$ cat config.mk
export PLATFORM = sky130hd
export DESIGN_NAME = cache_ram_sched
export DESIGN_NICKNAME = d
export VERILOG_FILES = /design/src/rtl/cache_ram_pkg.sv /design/src/rtl/cache_ram_sched_rr_arb2.sv /design/src/rtl/cache_ram_sched.sv
export SDC_FILE = /design/constraint.sdc
export NUM_CORES = 1
export LEC_CHECK = 0
export CAP_MARGIN = 20
export CORE_ASPECT_RATIO = 1.5
export CORE_MARGIN = 10
export CORE_UTILIZATION = 26
export DETAILED_ROUTE_END_ITERATION = 12
export PLACE_DENSITY = 0.82
export SLEW_MARGIN = 25
export SYNTH_ARGS = -nofsm -noshare
export SYNTH_HDL_FRONTEND = slang
export SYNTH_SLANG_ARGS = --single-unit
$ cat constraint.sdc
create_clock -name clk -period 3.2 [get_ports clk]
set_input_delay 0.8 -clock clk [delete_from_list [all_inputs] [get_ports clk]]
set_output_delay 0.8 -clock clk [all_outputs]
set_load 0.02 [all_outputs]
$ cat src/rtl/cache_ram_pkg.sv
// rtl/cache_ram_pkg.sv - shared types and constants for the cache RAM scheduler
//
// Contents:
//   sched_state_t : scheduler FSM state (S_CLEAR zero-fills the array, S_RUN serves requests)
//   req_idx_t     : write requester index (REQ_W0 = refill, REQ_W1 = store-update)
//   CLEAR_VALUE   : word written to every address during a clear
package cache_ram_pkg;

    typedef enum logic {
        S_CLEAR = 1'b0,
        S_RUN   = 1'b1
    } sched_state_t;

    typedef enum logic {
        REQ_W0 = 1'b0,
        REQ_W1 = 1'b1
    } req_idx_t;

    localparam int unsigned CLEAR_VALUE = 0;

endpackage

$ cat src/rtl/cache_ram_sched_rr_arb2.sv
// rtl/cache_ram_sched_rr_arb2.sv - two-way round-robin arbiter with last-winner pointer
//
// Ports:
//   clk, rst : clock, synchronous active-low reset
//   req[1:0] : request vector (bit 0 = requester 0, bit 1 = requester 1)
//   gnt[1:0] : one-hot (or zero) grant, combinational from req and the pointer
//
// The pointer records the last winner; on a tie the other requester wins.
// Reset points at requester 1 so requester 0 wins the first tie.
module rr_arb2
    import cache_ram_pkg::*;
(
    input  logic       clk,
    input  logic       rst,
    input  logic [1:0] req,
    output logic [1:0] gnt
);

    req_idx_t last_q, last_d;

    always_comb begin
        gnt = 2'b00;
        if (req == 2'b11) begin
            gnt = (last_q == REQ_W1) ? 2'b01 : 2'b10;
        end else begin
            gnt = req;
        end
    end

    always_comb begin
        last_d = last_q;
        if (gnt[0]) begin
            last_d = REQ_W0;
        end else if (gnt[1]) begin
            last_d = REQ_W1;
        end
    end

    always_ff @(posedge clk) begin
        if (!rst) begin
            last_q <= REQ_W1;
        end else begin
            last_q <= last_d;
        end
    end

endmodule

$ cat src/rtl/cache_ram_sched.sv
// rtl/cache_ram_sched.sv - access scheduler in front of one dual-port tag/data BRAM
//
// Ports:
//   clk, rst                        : clock, synchronous active-low reset
//   clear_req / busy                : zero-fill request pulse / clear in progress
//   rd_valid, rd_ready, rd_addr     : lookup request (RAM port A)
//   rd_data_valid, rd_data          : lookup response, one cycle after acceptance
//   w0_* / w1_*                     : refill / store-update write requests (RAM port B)
//   ram_ena, ram_wea, ram_addra, ram_dina, ram_douta : RAM port A
//   ram_enb, ram_web, ram_addrb, ram_dinb            : RAM port B
//
// Build option CACHE_RAM_BYPASS_EN: a read colliding with a granted write to the
// same address is accepted and answered with the write data; without it the read
// is stalled for that cycle and picks up the new data on retry.
module cache_ram_sched
    import cache_ram_pkg::*;
#(
    parameter  int DATA_WIDTH = 32,
    parameter  int DEPTH      = 128,
    localparam int AW         = $clog2(DEPTH)
) (
    input  logic                  clk,
    input  logic                  rst,

    input  logic                  clear_req,
    output logic                  busy,

    input  logic                  rd_valid,
    output logic                  rd_ready,
    input  logic [AW-1:0]         rd_addr,
    output logic                  rd_data_valid,
    output logic [DATA_WIDTH-1:0] rd_data,

    input  logic                  w0_valid,
    output logic                  w0_ready,
    input  logic [AW-1:0]         w0_addr,
    input  logic [DATA_WIDTH-1:0] w0_data,

    input  logic                  w1_valid,
    output logic                  w1_ready,
    input  logic [AW-1:0]         w1_addr,
    input  logic [DATA_WIDTH-1:0] w1_data,

    output logic                  ram_ena,
    output logic                  ram_wea,
    output logic [AW-1:0]         ram_addra,
    output logic [DATA_WIDTH-1:0] ram_dina,
    input  logic [DATA_WIDTH-1:0] ram_douta,

    output logic                  ram_enb,
    output logic                  ram_web,
    output logic [AW-1:0]         ram_addrb,
    output logic [DATA_WIDTH-1:0] ram_dinb
);

    sched_state_t          state_q, state_d;
    logic [AW-1:0]         clr_cnt_q, clr_cnt_d;
    logic                  rd_vld_q, rd_vld_d;

    logic                  run;
    logic                  clearing;
    logic [1:0]            arb_req;
    logic [1:0]            gnt;
    logic                  wr_gnt;
    logic [AW-1:0]         wr_addr;
    logic [DATA_WIDTH-1:0] wr_data;
    logic                  rd_fire;

`ifdef CACHE_RAM_BYPASS_EN
    logic                  byp_hit_q, byp_hit_d;
    logic [DATA_WIDTH-1:0] byp_data_q, byp_data_d;
`endif

    // Everything is gated by rst so outputs show reset values while rst is low,
    // not just from the first edge after it falls.
    assign run      = rst && (state_q == S_RUN);
    assign clearing = rst && (state_q == S_CLEAR);
    assign busy     = !rst || (state_q == S_CLEAR);

    assign arb_req = {w1_valid, w0_valid} & {2{run}};

    rr_arb2 u_arb (
        .clk (clk),
        .rst (rst),
        .req (arb_req),
        .gnt (gnt)
    );

    assign wr_gnt   = |gnt;
    assign wr_addr  = gnt[1] ? w1_addr : w0_addr;
    assign wr_data  = gnt[1] ? w1_data : w0_data;
    assign w0_ready = gnt[0];
    assign w1_ready = gnt[1];

`ifdef CACHE_RAM_BYPASS_EN
    assign rd_ready = run;
`else
    // Stall the lookup while the winning write targets the same word; the retry
    // then reads the freshly written value from the RAM.
    assign rd_ready = run && !(wr_gnt && (wr_addr == rd_addr));
`endif

    assign rd_fire = rd_valid && rd_ready;

    // Port A: lookups only.
    assign ram_ena   = rd_fire;
    assign ram_wea   = 1'b0;
    assign ram_addra = rd_fire ? rd_addr : '0;
    assign ram_dina  = '0;

    // Port B: clear writes take precedence (writers are never granted while clearing).
    always_comb begin
        ram_enb   = 1'b0;
        ram_web   = 1'b0;
        ram_addrb = '0;
        ram_dinb  = '0;
        if (clearing) begin
            ram_enb   = 1'b1;
            ram_web   = 1'b1;
            ram_addrb = clr_cnt_q;
            ram_dinb  = DATA_WIDTH'(CLEAR_VALUE);
        end else if (wr_gnt) begin
            ram_enb   = 1'b1;
            ram_web   = 1'b1;
            ram_addrb = wr_addr;
            ram_dinb  = wr_data;
        end
    end

    always_comb begin
        state_d   = state_q;
        clr_cnt_d = clr_cnt_q;
        rd_vld_d  = rd_fire;
        case (state_q)
            S_CLEAR: begin
                // clear_req is ignored here so a running clear is never restarted.
                clr_cnt_d = clr_cnt_q + 1'b1;
                if (clr_cnt_q == AW'(DEPTH - 1)) begin
                    state_d = S_RUN;
                end
            end
            S_RUN: begin
                if (clear_req) begin
                    state_d   = S_CLEAR;
                    clr_cnt_d = '0;
                end
            end
            default: begin
                state_d   = S_CLEAR;
                clr_cnt_d = '0;
            end
        endcase
    end

`ifdef CACHE_RAM_BYPASS_EN
    always_comb begin
        byp_hit_d  = rd_fire && wr_gnt && (wr_addr == rd_addr);
        byp_data_d = byp_hit_d ? wr_data : '0;
    end
`endif

    always_ff @(posedge clk) begin
        if (!rst) begin
            state_q    <= S_CLEAR;
            clr_cnt_q  <= '0;
            rd_vld_q   <= 1'b0;
`ifdef CACHE_RAM_BYPASS_EN
            byp_hit_q  <= 1'b0;
            byp_data_q <= '0;
`endif
        end else begin
            state_q    <= state_d;
            clr_cnt_q  <= clr_cnt_d;
            rd_vld_q   <= rd_vld_d;
`ifdef CACHE_RAM_BYPASS_EN
            byp_hit_q  <= byp_hit_d;
            byp_data_q <= byp_data_d;
`endif
        end
    end

    assign rd_data_valid = rst && rd_vld_q;

`ifdef CACHE_RAM_BYPASS_EN
    assign rd_data = !rd_data_valid ? '0 : (byp_hit_q ? byp_data_q : ram_douta);
`else
    assign rd_data = rd_data_valid ? ram_douta : '0;
`endif

endmodule

# Word-level counts from Yosys, hierarchy flattened
# Index checks and enable logic that the tools add are counted.
[classes]
n_addsub = 1
eq_ne = 4
n_mux = 19
bitwise = 2
reduce_logical = 11
[ops]
columns = ["operator", "n"]
rows = [
  ["32-bit two-way mux", 4],
  ["7-bit two-way mux", 5],
  ["7-bit one-hot mux with 2 select lines", 1],
  ["7-bit by 1-bit adder with 7-bit output (second input constant)", 1],
  ["7-bit equality test", 1],
  ["7-bit equality test (second input constant)", 1],
  ["1-bit logical AND", 6],
  ["1-bit two-way mux", 6],
  ["2-bit two-way mux", 2],
  ["2-bit AND", 1],
  ["2-bit equality test (second input constant)", 1],
  ["1-bit logical NOT", 2],
  ["2-bit != test (second input constant)", 1],
  ["1-bit one-hot mux with 2 select lines", 1],
  ["2-bit nonzero test", 1],
  ["2-bit OR reduction", 1],
  ["1-bit logical OR", 1],
  ["1-bit NOT", 1],
]
[word_totals]
reg_bits = 10
input_bits = 123
output_inout_bits = 119

# Depth between registers and ports, before layout
# Gate-level depths: netlist (run 1).
[logic_depth]
word_depth = 11
depth_mapped = 8
ltp_nobuf = 6

# By module
# Synthesis (run 1) repeated with hierarchy kept, for this count alone.
[hier_totals]
cells_unflattened = 277
hier_area_um2 = 1898.1
[by_module_without_submodules]
columns = ["mod", "n_inst", "cells_per_inst", "area_each_um2", "seq_area_each_um2"]
rows = [
  ["cache_ram_sched", 1, 270, 1836.8, 180.2],
  ["rr_arb2", 1, 7, 61.3, 20.0],
]

# Worst setup path before layout (run 1)
# OpenSTA, ideal clock, no wires.
[synth_timing]
path_kind = "input -> output"
from = "input w1_valid"
to = "output ram_addra[0]"
arrival_ns = 2.187
required_ns = 2.400
setup_slack_ns = 0.213
stages = 6
n_path_buf = 1
path_cell_list = "a21boi_2 nand2_1 clkbuf_1 o2111ai_1 a221oi_4 a211oi_1"
[synth_via]
elab_chain_len = 10
[synth_lines]
columns = ["element", "line", "text"]
rows = [
  ["start: declaration", "cache_ram_sched.sv:39", "input logic w1_valid,"],
  ["2-bit AND (*)", "cache_ram_sched.sv:80", "assign arb_req = {w1_valid, w0_valid} & {2{run}};"],
  ["2-bit equality test", "cache_ram_sched_rr_arb2.sv:23", "if (req == 2'b11) begin"],
  ["2-bit two-way mux (*)", "cache_ram_sched_rr_arb2.sv:23", ""],
  ["7-bit two-way mux", "cache_ram_sched.sv:90", "assign wr_addr = gnt[1] ? w1_addr : w0_addr;"],
  ["7-bit equality test", "cache_ram_sched.sv:100", "assign rd_ready = run && !(wr_gnt && (wr_addr == rd_addr));"],
  ["1-bit logical AND (*)", "cache_ram_sched.sv:100", ""],
  ["1-bit logical NOT (*)", "cache_ram_sched.sv:100", ""],
  ["1-bit logical AND (*)", "cache_ram_sched.sv:100", ""],
  ["1-bit logical AND (*)", "cache_ram_sched.sv:103", "assign rd_fire = rd_valid && rd_ready;"],
  ["7-bit two-way mux (*)", "cache_ram_sched.sv:108", "assign ram_addra = rd_fire ? rd_addr : '0;"],
  ["end: declaration", "cache_ram_sched.sv:46", "output logic [AW-1:0] ram_addra,"],
]
# Mark *: on every way between the ends. The rest lies on a longest branch, timed or not.

# Worst setup path after layout (run 1)
[layout_timing]
from = "input rst"
to = "output ram_addra[4]"
[layout_via]
elab_chain_len = 11
[layout_lines]
columns = ["element", "line", "text"]
rows = [
  ["start: declaration", "cache_ram_sched.sv:23", "input logic rst,"],
  ["1-bit logical AND (*)", "cache_ram_sched.sv:76", "assign run = rst && (state_q == S_RUN);"],
  ["2-bit AND", "cache_ram_sched.sv:80", ""],
  ["2-bit equality test", "cache_ram_sched_rr_arb2.sv:23", ""],
  ["2-bit two-way mux", "cache_ram_sched_rr_arb2.sv:23", ""],
  ["7-bit two-way mux", "cache_ram_sched.sv:90", ""],
  ["7-bit equality test", "cache_ram_sched.sv:100", ""],
  ["1-bit logical AND", "cache_ram_sched.sv:100", ""],
  ["1-bit logical NOT", "cache_ram_sched.sv:100", ""],
  ["1-bit logical AND (*)", "cache_ram_sched.sv:100", ""],
  ["1-bit logical AND (*)", "cache_ram_sched.sv:103", ""],
  ["7-bit two-way mux (*)", "cache_ram_sched.sv:108", ""],
]
# Marks and branches as above.

==> tab_implementation.tex, run 1 <==
\begin{tabular}{lr}
\hline
Metric & Value \\
\hline
\multicolumn{2}{l}{\textbf{Status}} \\
\quad Run status & finished clean \\
\multicolumn{2}{l}{\textbf{Place}} \\
\quad Worst setup timing slack at the placement stage & -0.706 ns \\
\quad HPWL after detailed placement & roughly 9.7 mm \\
\quad Number of buffer cells added on primary ports & 208 \\
\quad Gp weighted congestion & 0.901 \\
\multicolumn{2}{l}{\textbf{STA}} \\
\quad RSZ-0062 raised after global routing & yes \\
\quad Peak clock frequency supported by timing & 319 MHz \\
\quad Setup violation total in the final timing report & 0 \\
\quad Setup clock skew after layout & 0.00121 ns \\
\quad Final-layout setup total negative slack & 0 ns \\
\quad Final-report max-slew violation count & 0 \\
\quad Time the final worst path needs with I/O delays and setup & 3.13 ns \\
\quad Post-route setup slack & 0.0657 ns \\
\quad Share of the clock period used by the worst path after layout & between 90\% and 100\% \\
\quad Final Hold Viols & 0 \\
\multicolumn{2}{l}{\textbf{Yosys}} \\
\quad Register bit total from synthesis & 10 \\
\quad Distinct cell type count of the synthesized netlist & 41 \\
\quad Synth warn & 0 \\
\quad Post-Syn Area & 1880 um\^{}2 \\
\quad Biggest area contributors in the synthesized netlist & sky130\_fd\_sc\_hd\_\_nand2\_1, sky130\_fd\_sc\_hd\_\_buf\_4, sky130\_fd\_sc\_hd\_\_and3\_1, sky130\_fd\_sc\_hd\_\_a21oi\_1, sky130\_fd\_sc\_hd\_\_dfxtp\_1 \\
\quad Mean instance size in the synthesized netlist & 5.96 um\^{}2 \\
\quad Gate Count Post-Synth & roughly 320 \\
\quad Part of the Yosys area used for sequential elements & 10.6\% \\
\quad Share of the synthesized area in the top cell type & 15.8\% \\
\quad Leading area contributor after synthesis & sky130\_fd\_sc\_hd\_\_nand2\_1 \\
\multicolumn{2}{l}{\textbf{Pwr}} \\
\quad Maximum resistive drop on vdd & 0.199 mV \\
\quad Portion of total power attributed to sequential cells & 22.8\% \\
\quad Clock share of power & 28.9\% \\
\quad Internal power consumption & just over 0.0004 W \\
\quad Switching Power & $\sim$0.00017 W \\
\quad Leakage power & about 2.1 nW \\
\quad Combinational Power Share & 48.3\% \\
\quad Total power per unit cell area & 138 nW/um\^{}2 \\
\quad Sw frac & between 30\% and 40\% \\
\multicolumn{2}{l}{\textbf{Route}} \\
\quad Wire per inst & 18.8 um \\
\quad Antenna Violating Nets Remaining & 0 \\
\quad Avg Vias per Cell & 4.89 \\
\quad First DRT Iteration DRCs & about 160 \\
\quad Pre-antenna DRT Iters & 4 \\
\quad Drt total wl & 11.6 mm \\
\quad DRC violation count after routing & 0 \\
\quad Via count & 3019 \\
\multicolumn{2}{l}{\textbf{Final layout}} \\
\quad Area used by multi-input combinational logic & 1480 um\^{}2 \\
\quad Layout-stage area growth over the synthesis result & 121\% \\
\quad Number of fillers in the final layout & 652 \\
\quad Most frequent standard cell in the layout excluding fill and tap cells & sky130\_fd\_sc\_hd\_\_clkdlybuf4s50\_1 \\
\quad Layout cells sized above 1 & 14.8\% \\
\quad Final net count & 664 \\
\quad Sequential standard cell area & 200 um\^{}2 \\
\quad Highest-count cells in the layout ignoring fill and taps & sky130\_fd\_sc\_hd\_\_clkdlybuf4s50\_1, sky130\_fd\_sc\_hd\_\_nand2\_1, sky130\_fd\_sc\_hd\_\_dlygate4sd2\_1, sky130\_fd\_sc\_hd\_\_a21oi\_1, sky130\_fd\_sc\_hd\_\_buf\_4 \\
\multicolumn{2}{l}{\textbf{Clock tree}} \\
\quad Clock network latency to the later pin of the worst-skew pair & 0.24 ns \\
\quad CTS Root Buffer Type & sky130\_fd\_sc\_hd\_\_clkbuf\_8 \\
\quad Clock-pin slew of the registers on the worst-case setup and hold paths & 0.05 ns \\
\quad Number of buffers added by the clock tree synthesis step & 3 \\
\quad Sinks on the clock net & 10 \\
\quad H-Tree Depth & 1 \\
\quad Clock tree from TritonCTS & done \\
\quad Clk buf depth & 2 \\
\multicolumn{2}{l}{\textbf{Global route}} \\
\quad Total GRT Usage & 18.4\% \\
\quad Leftover overflow at the end of global routing & 0 \\
\quad Antenna violations before repair & 1 \\
\quad First-pass GRT wire length & 16.1 mm \\
\quad Number of global-route vias before repair & just over 3000 \\
\quad Pin count of the biggest net entering global routing & 44 \\
\multicolumn{2}{l}{\textbf{Job}} \\
\quad Maxcap violations & 0 \\
\multicolumn{2}{l}{\textbf{Min path}} \\
\quad Startpoint of the worst hold path & clr\_cnt\_q[6]\$\_SDFFE\_PN0P\_ \\
\quad Cell depth of the worst min-delay path & 2 \\
\quad Worst min-delay path endpoint & state\_q\$\_SDFF\_PN0\_ \\
\quad Hold crit path type & reg2reg \\
\multicolumn{2}{l}{\textbf{Setup path}} \\
\quad Library cell contributing the largest single delay on the critical path & sky130\_fd\_sc\_hd\_\_or3\_4 \\
\quad Crit Path Category & in2out \\
\quad Capturing point of the worst reg2reg path & rd\_vld\_q\$\_SDFF\_PN0\_ \\
\quad Worst-case reg-to-reg path depth & 9 \\
\quad Data required time at the worst endpoint & 2.40 ns \\
\quad Startpoint kind of the worst setup timing path & input port \\
\quad RR Startpoint & state\_q\$\_SDFF\_PN0\_ \\
\quad Stage delay of the slowest cell on the critical path & 0.38 ns \\
\quad Arrival time reported for the critical path endpoint & 2.33 ns \\
\quad Largest fanout on the critical path & 5 \\
\quad Internal reg-to-reg setup slack & 1.29 ns \\
\quad CP endpoint kind & output pin \\
\quad Sequence of cells on the critical path & buf\_2 > and2\_4 > and3\_4 > or3\_4 > a221oi\_4 > buf\_6 > a21oi\_2 > buf\_4 \\
\multicolumn{2}{l}{\textbf{Floorplanning}} \\
\quad Initial standard-cell utilization of the core & about 27\% \\
\quad Area of the placeable core & between 6000 and 7000 um\^{}2 \\
\quad Die H & 124 um \\
\quad Die boundary width & a little under 90 um \\
\quad Number of I/O pins & approximately 240 \\
\quad Total die area & 11100 um\^{}2 \\
\quad FP Rows & 37 \\
\hline
\end{tabular}
[power by group through the flow]
stage,Combinational [W],Sequential [W],Clock [W]
finish,0.000278,0.000131,0.000166
global placement,0.000267,0.000134,0
CTS,0.000273,0.000131,0.000166
floorplan,0.000116,0.000133,0
global route,0.000298,0.000132,0.000175
detailed placement,0.000272,0.000134,0
[cell type report]
type	count	share of cell area [%]
sequential	10	4.81
multi-input combinational	272	35.7
clock buffer	4	1.32
antenna	1	0.0601
timing repair buffer	244	55.0
inverter	9	0.812
tap	78	2.35
[worst max-delay path by stage]
stage	slack (ns)	start	depth (start not counted)	to
after floorplan	0.21	w1_valid	6	ram_addra[0]
final	0.07	rst	8	ram_addra[4]
after CTS	0.006	w0_addr[0]	7	ram_addra[0]
after detailed placement	-0.71	w1_valid	8	ram_addra[4]
after global routing	0.01	w0_addr[1]	7	ram_addra[0]
after global placement	-0.67	w1_valid	8	ram_addra[0]
[through the flow]
stage	power [W]	instances	hold WS, ns	utilization [%]	instance area (um^2)
finish	0.000576	618	0.548	59.9	4160
global route	0.000605	618	0.600	59.9	4160
detailed placement	0.000406	604	0.519	58.2	4040
floorplan	0.000249	348	0.470	-	2000
global placement	0.000401	604	0.491	58.2	4040
CTS	0.000571	616	0.543	59.4	4130
[cells in the mapped netlist]
library cell / n
sky130_fd_sc_hd__o221a_2: 2
sky130_fd_sc_hd__a21oi_1: 44
sky130_fd_sc_hd__a21boi_0: 1
sky130_fd_sc_hd__a221oi_4: 1
sky130_fd_sc_hd__o21ai_1: 1
sky130_fd_sc_hd__o21ai_0: 14
sky130_fd_sc_hd__a21boi_2: 1
sky130_fd_sc_hd__nand3_1: 9
sky130_fd_sc_hd__nor2_1: 11
sky130_fd_sc_hd__xnor2_1: 2
sky130_fd_sc_hd__conb_1: 1
sky130_fd_sc_hd__a211oi_1: 1
sky130_fd_sc_hd__and3_1: 36
sky130_fd_sc_hd__nand2b_1: 2
sky130_fd_sc_hd__mux2i_1: 4
sky130_fd_sc_hd__a211o_1: 1
sky130_fd_sc_hd__or3_1: 1
sky130_fd_sc_hd__o211ai_1: 1
sky130_fd_sc_hd__a22oi_1: 3
sky130_fd_sc_hd__ha_1: 1
sky130_fd_sc_hd__dfxtp_1: 10
sky130_fd_sc_hd__nor2b_1: 4
sky130_fd_sc_hd__a22oi_2: 1
sky130_fd_sc_hd__inv_1: 9
sky130_fd_sc_hd__a31oi_1: 2
sky130_fd_sc_hd__o2111ai_1: 1
sky130_fd_sc_hd__o22ai_1: 2
sky130_fd_sc_hd__xor2_1: 2
sky130_fd_sc_hd__or2_2: 1
sky130_fd_sc_hd__a21boi_1: 2
sky130_fd_sc_hd__and2_1: 4
sky130_fd_sc_hd__and3_4: 1
sky130_fd_sc_hd__buf_6: 1
sky130_fd_sc_hd__or3_4: 1
sky130_fd_sc_hd__buf_2: 1
sky130_fd_sc_hd__a221oi_1: 2
sky130_fd_sc_hd__clkbuf_1: 17
sky130_fd_sc_hd__nand2_1: 79
sky130_fd_sc_hd__buf_4: 35
sky130_fd_sc_hd__and2_4: 1
sky130_fd_sc_hd__buf_1: 3
[layer usage]
layer  GRT usage, %  wire length [um]  up-vias
met5              0                 0        -
met1           17.5              4000     1363
met3           6.21              1280       21
li1               -                 -     1452
met4           4.89               248        0
met2           36.0              6070      183
[logic make-up (layout without fill, tap and decap cells)]
group                      count (synthesis)  count (layout)  share of synthesized area (%)
buffers and inverters                     66             257                           20.6
xor gates and xnor gates                   4               4                           1.86
and+or+nand+nor                          150             150                           38.0
DFF                                       10              10                           10.6
muxes                                      4               4                           2.13
other                                      1              34                          0.199
adders and majority gates                  1               1                          0.665
AOI/OAI and AO/OA                         80              80                           25.9
[registers in the layout (all words and copies together) (netlist names)]
signal	cells
clr_cnt_q	7
rd_vld_q	1
state_q	1
u_arb.last_q	1
[timing repair]
| action | 4_1_cts | 5_1_grt |
|---|---|---|
| setup endpoints to repair | 82 | 10 |
| hold buffers | 0 | 0 |
| pin swaps | 11 | 8 |
| cloned | 2 | 0 |
| gates resized for setup | 131 | 11 |
| endpoints found under the hold margin | 0 | 0 |
| buffers inserted | 6 | 1 |
[worst max-delay path: cells and delay by family]
family          cells  cell delay (ns)
compound gates      2             0.39
buf+inv             3             0.45
simple gates        3             0.70
(Power assumes the default switching activity.)
==> run 2: changes to the inputs <==
Settings changed: CTS_CLUSTER_SIZE from default to 16.
==> results of run 2 <==
The final DEF is identical to that of run 1; final timing and power are the same.
